File: src/rtl/alu_serial_ctrl.sv
// ---------------------------------------------------------------------------
// alu_serial_ctrl
//
// Bit-serial ALU sequencer. An accepted start captures two WIDTH-bit operands,
// the 4-bit ALU control word {A_invert, B_invert, operation[1:0]} and a 3-bit
// compare select. The operands are then walked LSB first, one bit per clock,
// through a single 1-bit ALU slice (AND / OR / ADD / LESS) whose carry is held
// in a register between cycles. The results match a WIDTH-slice ripple ALU.
//
// Ports
//   clk          in   1      clock, all state changes on the rising edge
//   rst          in   1      synchronous reset, active-high
//   start        in   1      request, sampled only while idle
//   src1         in   WIDTH  operand A, captured on an accepted start
//   src2         in   WIDTH  operand B, captured on an accepted start
//   ALU_control  in   4      {A_invert, B_invert, operation[1:0]}
//   comp         in   3      compare select (used when operation == 3)
//   busy         out  1      high while running or presenting the result
//   done         out  1      one-cycle pulse, outputs valid
//   result       out  WIDTH  result, held until the next accepted start
//   zero         out  1      result == 0
//   cout         out  1      carry out of the MSB (operation == 2 only)
//   overflow     out  1      signed overflow (operation == 2 only)
// ---------------------------------------------------------------------------
module alu_serial_ctrl #(
    parameter int WIDTH = 32
) (
    input  logic             clk,
    input  logic             rst,
    input  logic             start,
    input  logic [WIDTH-1:0] src1,
    input  logic [WIDTH-1:0] src2,
    input  logic [3:0]       ALU_control,
    input  logic [2:0]       comp,
    output logic             busy,
    output logic             done,
    output logic [WIDTH-1:0] result,
    output logic             zero,
    output logic             cout,
    output logic             overflow
);

    localparam int CNT_W = $clog2(WIDTH);
    localparam logic [CNT_W-1:0] LAST_BIT = CNT_W'(WIDTH - 1);

    typedef enum logic [1:0] {
        ST_IDLE = 2'd0,
        ST_RUN  = 2'd1,
        ST_DONE = 2'd2
    } state_t;

    // Registered state and outputs
    state_t           state_q, state_d;
    logic [CNT_W-1:0] cnt_q, cnt_d;
    logic [WIDTH-1:0] src1_q, src1_d;
    logic [WIDTH-1:0] src2_q, src2_d;
    logic             ainv_q, ainv_d;
    logic             binv_q, binv_d;
    logic [1:0]       op_q, op_d;
    logic [2:0]       comp_q, comp_d;
    logic             carry_q, carry_d;
    logic             eq_acc_q, eq_acc_d;
    logic             busy_q, busy_d;
    logic             done_q, done_d;
    logic [WIDTH-1:0] result_q, result_d;
    logic             zero_q, zero_d;
    logic             cout_q, cout_d;
    logic             overflow_q, overflow_d;

    // Slice signals for the bit currently addressed by cnt_q
    logic             bit_a_s;
    logic             bit_b_s;
    logic             sum_s;
    logic             carry_nxt_s;
    logic             slice_r_s;
    logic             eq_nxt_s;
    logic             ovf_s;
    logic             less_s;
    logic             cmp_s;
    logic [WIDTH-1:0] res_bits_s;
    logic [WIDTH-1:0] final_res_s;

    // One-bit ALU slice, compare decode and the assembled final result
    always_comb begin
        bit_a_s     = src1_q[cnt_q] ^ ainv_q;
        bit_b_s     = src2_q[cnt_q] ^ binv_q;
        sum_s       = bit_a_s ^ bit_b_s ^ carry_q;
        carry_nxt_s = (bit_a_s & bit_b_s) | ((bit_a_s | bit_b_s) & carry_q);
        // Equality looks at the raw operands, independent of the invert bits
        eq_nxt_s    = eq_acc_q & ~(src1_q[cnt_q] ^ src2_q[cnt_q]);
        // Only meaningful at the MSB: sign-change overflow and overflow-corrected less
        ovf_s       = ~(bit_a_s ^ bit_b_s) & (bit_a_s ^ sum_s);
        less_s      = sum_s ^ ovf_s;

        case (op_q)
            2'd0:    slice_r_s = bit_a_s & bit_b_s;
            2'd1:    slice_r_s = bit_a_s | bit_b_s;
            2'd2:    slice_r_s = sum_s;
            default: slice_r_s = sum_s;
        endcase

        case (comp_q)
            3'd0:    cmp_s = less_s;
            3'd1:    cmp_s = ~less_s & ~eq_nxt_s;
            3'd2:    cmp_s = less_s | eq_nxt_s;
            3'd3:    cmp_s = ~less_s;
            3'd4:    cmp_s = eq_nxt_s;
            3'd5:    cmp_s = ~eq_nxt_s;
            default: cmp_s = 1'b0;
        endcase

        res_bits_s        = result_q;
        res_bits_s[cnt_q] = slice_r_s;

        if (op_q == 2'd3) begin
            final_res_s = {{(WIDTH-1){1'b0}}, cmp_s};
        end else begin
            final_res_s = res_bits_s;
        end
    end

    // Next-state logic for the sequencer and all registered outputs
    always_comb begin
        state_d    = state_q;
        cnt_d      = cnt_q;
        src1_d     = src1_q;
        src2_d     = src2_q;
        ainv_d     = ainv_q;
        binv_d     = binv_q;
        op_d       = op_q;
        comp_d     = comp_q;
        carry_d    = carry_q;
        eq_acc_d   = eq_acc_q;
        busy_d     = busy_q;
        done_d     = done_q;
        result_d   = result_q;
        zero_d     = zero_q;
        cout_d     = cout_q;
        overflow_d = overflow_q;

        case (state_q)
            ST_IDLE: begin
                done_d = 1'b0;
                busy_d = 1'b0;
                if (start) begin
                    state_d    = ST_RUN;
                    busy_d     = 1'b1;
                    cnt_d      = '0;
                    src1_d     = src1;
                    src2_d     = src2;
                    op_d       = ALU_control[1:0];
                    comp_d     = comp;
                    eq_acc_d   = 1'b1;
                    zero_d     = 1'b0;
                    cout_d     = 1'b0;
                    overflow_d = 1'b0;
                    // Compare always subtracts, whatever invert bits came with it
                    if (ALU_control[1:0] == 2'd3) begin
                        ainv_d  = 1'b0;
                        binv_d  = 1'b1;
                        carry_d = 1'b1;
                    end else begin
                        ainv_d  = ALU_control[3];
                        binv_d  = ALU_control[2];
                        carry_d = ALU_control[2];
                    end
                end else begin
                    state_d = ST_IDLE;
                end
            end

            ST_RUN: begin
                carry_d  = carry_nxt_s;
                eq_acc_d = eq_nxt_s;
                if (op_q != 2'd3) begin
                    result_d = res_bits_s;
                end else begin
                    result_d = result_q;
                end
                if (cnt_q == LAST_BIT) begin
                    state_d  = ST_DONE;
                    done_d   = 1'b1;
                    result_d = final_res_s;
                    zero_d   = (final_res_s == {WIDTH{1'b0}});
                    if (op_q == 2'd2) begin
                        cout_d     = carry_nxt_s;
                        overflow_d = ovf_s;
                    end else begin
                        cout_d     = 1'b0;
                        overflow_d = 1'b0;
                    end
                end else begin
                    cnt_d = cnt_q + CNT_W'(1);
                end
            end

            ST_DONE: begin
                state_d = ST_IDLE;
                done_d  = 1'b0;
                busy_d  = 1'b0;
            end

            default: begin
                state_d = ST_IDLE;
                done_d  = 1'b0;
                busy_d  = 1'b0;
            end
        endcase
    end

    // State register with synchronous reset; an in-flight operation is dropped
    always_ff @(posedge clk) begin
        if (rst) begin
            state_q    <= ST_IDLE;
            cnt_q      <= '0;
            src1_q     <= '0;
            src2_q     <= '0;
            ainv_q     <= 1'b0;
            binv_q     <= 1'b0;
            op_q       <= 2'd0;
            comp_q     <= 3'd0;
            carry_q    <= 1'b0;
            eq_acc_q   <= 1'b0;
            busy_q     <= 1'b0;
            done_q     <= 1'b0;
            result_q   <= '0;
            zero_q     <= 1'b0;
            cout_q     <= 1'b0;
            overflow_q <= 1'b0;
        end else begin
            state_q    <= state_d;
            cnt_q      <= cnt_d;
            src1_q     <= src1_d;
            src2_q     <= src2_d;
            ainv_q     <= ainv_d;
            binv_q     <= binv_d;
            op_q       <= op_d;
            comp_q     <= comp_d;
            carry_q    <= carry_d;
            eq_acc_q   <= eq_acc_d;
            busy_q     <= busy_d;
            done_q     <= done_d;
            result_q   <= result_d;
            zero_q     <= zero_d;
            cout_q     <= cout_d;
            overflow_q <= overflow_d;
        end
    end

    assign busy     = busy_q;
    assign done     = done_q;
    assign result   = result_q;
    assign zero     = zero_q;
    assign cout     = cout_q;
    assign overflow = overflow_q;

endmodule
File: config.mk
export PLATFORM = sky130hd
export DESIGN_NAME = alu_serial_ctrl
export DESIGN_NICKNAME = d
export VERILOG_FILES = /design/src/rtl/alu_serial_ctrl.sv
export SDC_FILE = /design/constraint.sdc
export NUM_CORES = 1
export LEC_CHECK = 0
export CORE_MARGIN = 1.5
export CORE_UTILIZATION = 53
export CTS_BUF_LIST = sky130_fd_sc_hd__clkbuf_4
export DETAILED_ROUTE_END_ITERATION = 8
export PLACE_DENSITY = 0.78
export SETUP_SLACK_MARGIN = 0.05
export SLEW_MARGIN = 20
export SYNTH_ARGS = -nofsm -noshare
export SYNTH_HDL_FRONTEND = slang
export SYNTH_SLANG_ARGS = --single-unit
File: constraint.sdc
create_clock -name clk -period 4.5 [get_ports clk]
set_input_delay 0.675 -clock clk [delete_from_list [all_inputs] [get_ports clk]]
set_output_delay 0.675 -clock clk [all_outputs]
set_load 0.03 [all_outputs]
==> qor.yml <==
synth_edf_count: 0
critPathKind: "flip-flop to flip-flop"
crit_path_top_delay_cell: "dfxtp_1"
syn-mean-instance-area_um2: 7.83
ctsLongestPathBuffers: 2
async_flop_share_pct: 0
crit_path_end_kind: "flip-flop"
fin_util_pct: 69.1
first_pass_iters: 5
drc: 0
fin_nets: 861
start_kind: "flip-flop"
p_total_mw: 2.16
grt_util_all_layers_pct: 26.4
grt_max_degree: 87
synth_area_leaders: "dfxtp_1 43%, nand2_1 12%, a21oi_1 9.5%"
syn_area_um2: 5500
syn_to_final_growth_pct: 24.6
hold_class: "flip-flop to flip-flop"
report.final.slew_viol_count: 0
fin_crit_sh_pct: 81.2
final.setup.worst_slack_ns: 0.846
min_period_ns: 3.65
netlist_instances: 702
die_w_um: 105
tns_ns: 0
nFillCells: 854
cts_setup_buffers: 0
drive_gt1_share_pct: 6.30
boundaryPins: 111
pre_cts_slack_ns: 0.857
drt_iter0_markers: 398
grt_setup_unrepaired: "no"
cts_tree: "built"
h-tree-depth: 4
io_buffer_count: 110
slowest_delay_ns: 0.72
via_count: 5359
worstPathCellList: "mux4_1 > a22oi_2 > nand4_2 > xor2_2 > ha_1 > mux2_2 > or3b_1 > and4b_1 > o41ai_2"
layout_commonest_cell: "nand2_1"
synthFlopType: "dfxtp_1"
cts_resized: 0
grt_pass1_vias: 4951
clock_sinks: 117
ant_nets: 0
finalHoldViolCount: 0
grt_pass1_wl_um: 23600
ys_types: 51
start_util_pct: 55.5
p_leak_nw: 2.48
status: "completed"
grt_overflow: 0
maxSlewHeadroom_pct: 33.9
post_dp_cell_area_um2: 6570
required_ns: 4.93
clock_skew_ns: 0.0168
power_density_nw_per_um2: 316
core-area_um2: 9910
viasPerCell: 5.78
ys_ff_latch: 117
crit_family: "multiplexers"
synth.top_cell.area_share_pct: 42.6
yosysTopAreaCell: "dfxtp_1"
ctsHoldBuffers: 0
clk_root_buffer_cell: "clkbuf_4"
path_buf_inv: 0
layout_common_cells: "173 x nand2_1, 117 x dfxtp_1, 109 x clkdlybuf4s50_1"
path_clk_slew_ns: 0.11
arrival_ns: 4.08
synth_nets: 782
cp_max_fo: 16
fmax_mhz: 274
numCtsBuffers: 17
irDropWorstVdd_v: 0.000210
hpwlAfterDp_um: 10100
rows: 36
drv_cap: 0
die-area_um2: 11000
grt_antenna_before_repair: 0
wl_um: 14500
setup_viol: 0
detail_route.wl_per_cell_um: 15.6
ys_warn_count: 0
worst_pin_slew_ns: 0.988
clk-insertion-delay-late_ns: 0.52
die_h_um: 105
fin_area_um2: 6850
ys_seq_area_share_pct: 42.6
antenna_cells: 0
place_congestion: 0.865
==> cell type report <==
type	instances	area, um2	share of cell area, %
clock buffers	19	143	2.08
clock inverters	13	134	1.95
inverters	6	22.5	0.329
multi-input cells	522	2890	42.2
flip-flops and latches	117	2340	34.2
well taps	133	166	2.43
repair buffers	117	1150	16.8
==> cell usage after synthesis, types with 2 or more instances <==
cell type and number:
nor2b_1 4, o21a_1 2, nand3b_1 3, a22o_1 5, nand3_1 15, and4b_1 2
a22oi_1 17, o21ai_0 72, and3_1 11, a22oi_2 2, nand2b_1 3, and2_1 2
a31oi_1 4, nand4_1 4, xor2_1 3, inv_1 6, mux4_1 5, buf_1 6
clkbuf_1 44, ha_1 6, nor2_1 30, buf_2 4, a221oi_1 5, xnor2_1 2
nand2_1 174, nor3_1 7, dfxtp_1 117, a21oi_1 104, mux2i_1 21
==> registers in the layout, indices dropped and copies added, names as in the netlist <==
register and cells:
carry_q 1, result 32, op_q 2, cout 1
busy 1, eq_acc_q 1, zero 1, overflow 1
comp_q 3, binv_q 1, src2_q 32, state_q 2
cnt_q 5, done 1, src1_q 32, ainv_q 1
==> final timing paths <==
check	startpoint	to	slack (ns)	cells after the start
setup / recovery	cnt_q[0]	zero	0.85	9
hold / removal	src2_q[13]	src2_q[13]	0.46	2
setup reg to reg	cnt_q[0]	zero	0.85	9
hold reg to reg	src2_q[13]	src2_q[13]	0.46	2
==> per-layer routing <==
metal  vias to the layer above  global-route usage, %  part of all wire [%]  wire length [um]
met1                      2473                   34.2                    43              6270
met2                       232                   43.7                    48              6960
li1                       2618                      -                     -                 -
met3                        36                   5.61                   6.4               924
met4                         0                   9.10                   2.1               299
met5                         -                      0                     0                 0
==> worst register-to-register path: cells and delay by family (launching register included) <==
kind | cells | cell delay, ns
mux | 2 | 1.02
flops | 1 | 0.72
fa+ha+maj | 1 | 0.37
xor+xnor | 1 | 0.22
compound gates | 2 | 0.51
simple gates | 3 | 0.75
==> where the power goes <==
| part | switching, mW | total [mW] | internal [mW] |
|---|---|---|---|
| clock network | 0.410 | 0.748 | 0.339 |
| registers | 0.0304 | 1.11 | 1.08 |
| logic | 0.165 | 0.305 | 0.141 |
| total | 0.605 | 2.16 | 1.56 |
==> logic make-up (layout without fill, tap and decap cells) <==
kind of cell / count (synthesis) / count (layout) / share of synthesized area [%]
AO/OA/AOI/OAI: 219 / 219 / 22.5
adder cells (fa/ha/maj): 6 / 6 / 1.37
multiplexers: 28 / 28 / 6.83
flip-flops: 117 / 117 / 42.6
XOR/XNOR: 6 / 6 / 1.09
buffers and inverters: 63 / 155 / 4.80
AND/OR/NAND/NOR: 263 / 263 / 20.8
==> stage by stage <==
stage          cells  hold WS [ns]
2_1_floorplan    702         0.432
3_3_place_gp     895         0.443
3_5_place_dp     895         0.448
4_1_cts          927         0.463
5_1_grt          927         0.476
6_report         927         0.461
No activity file was read; power rests on OpenSTA's default activity.
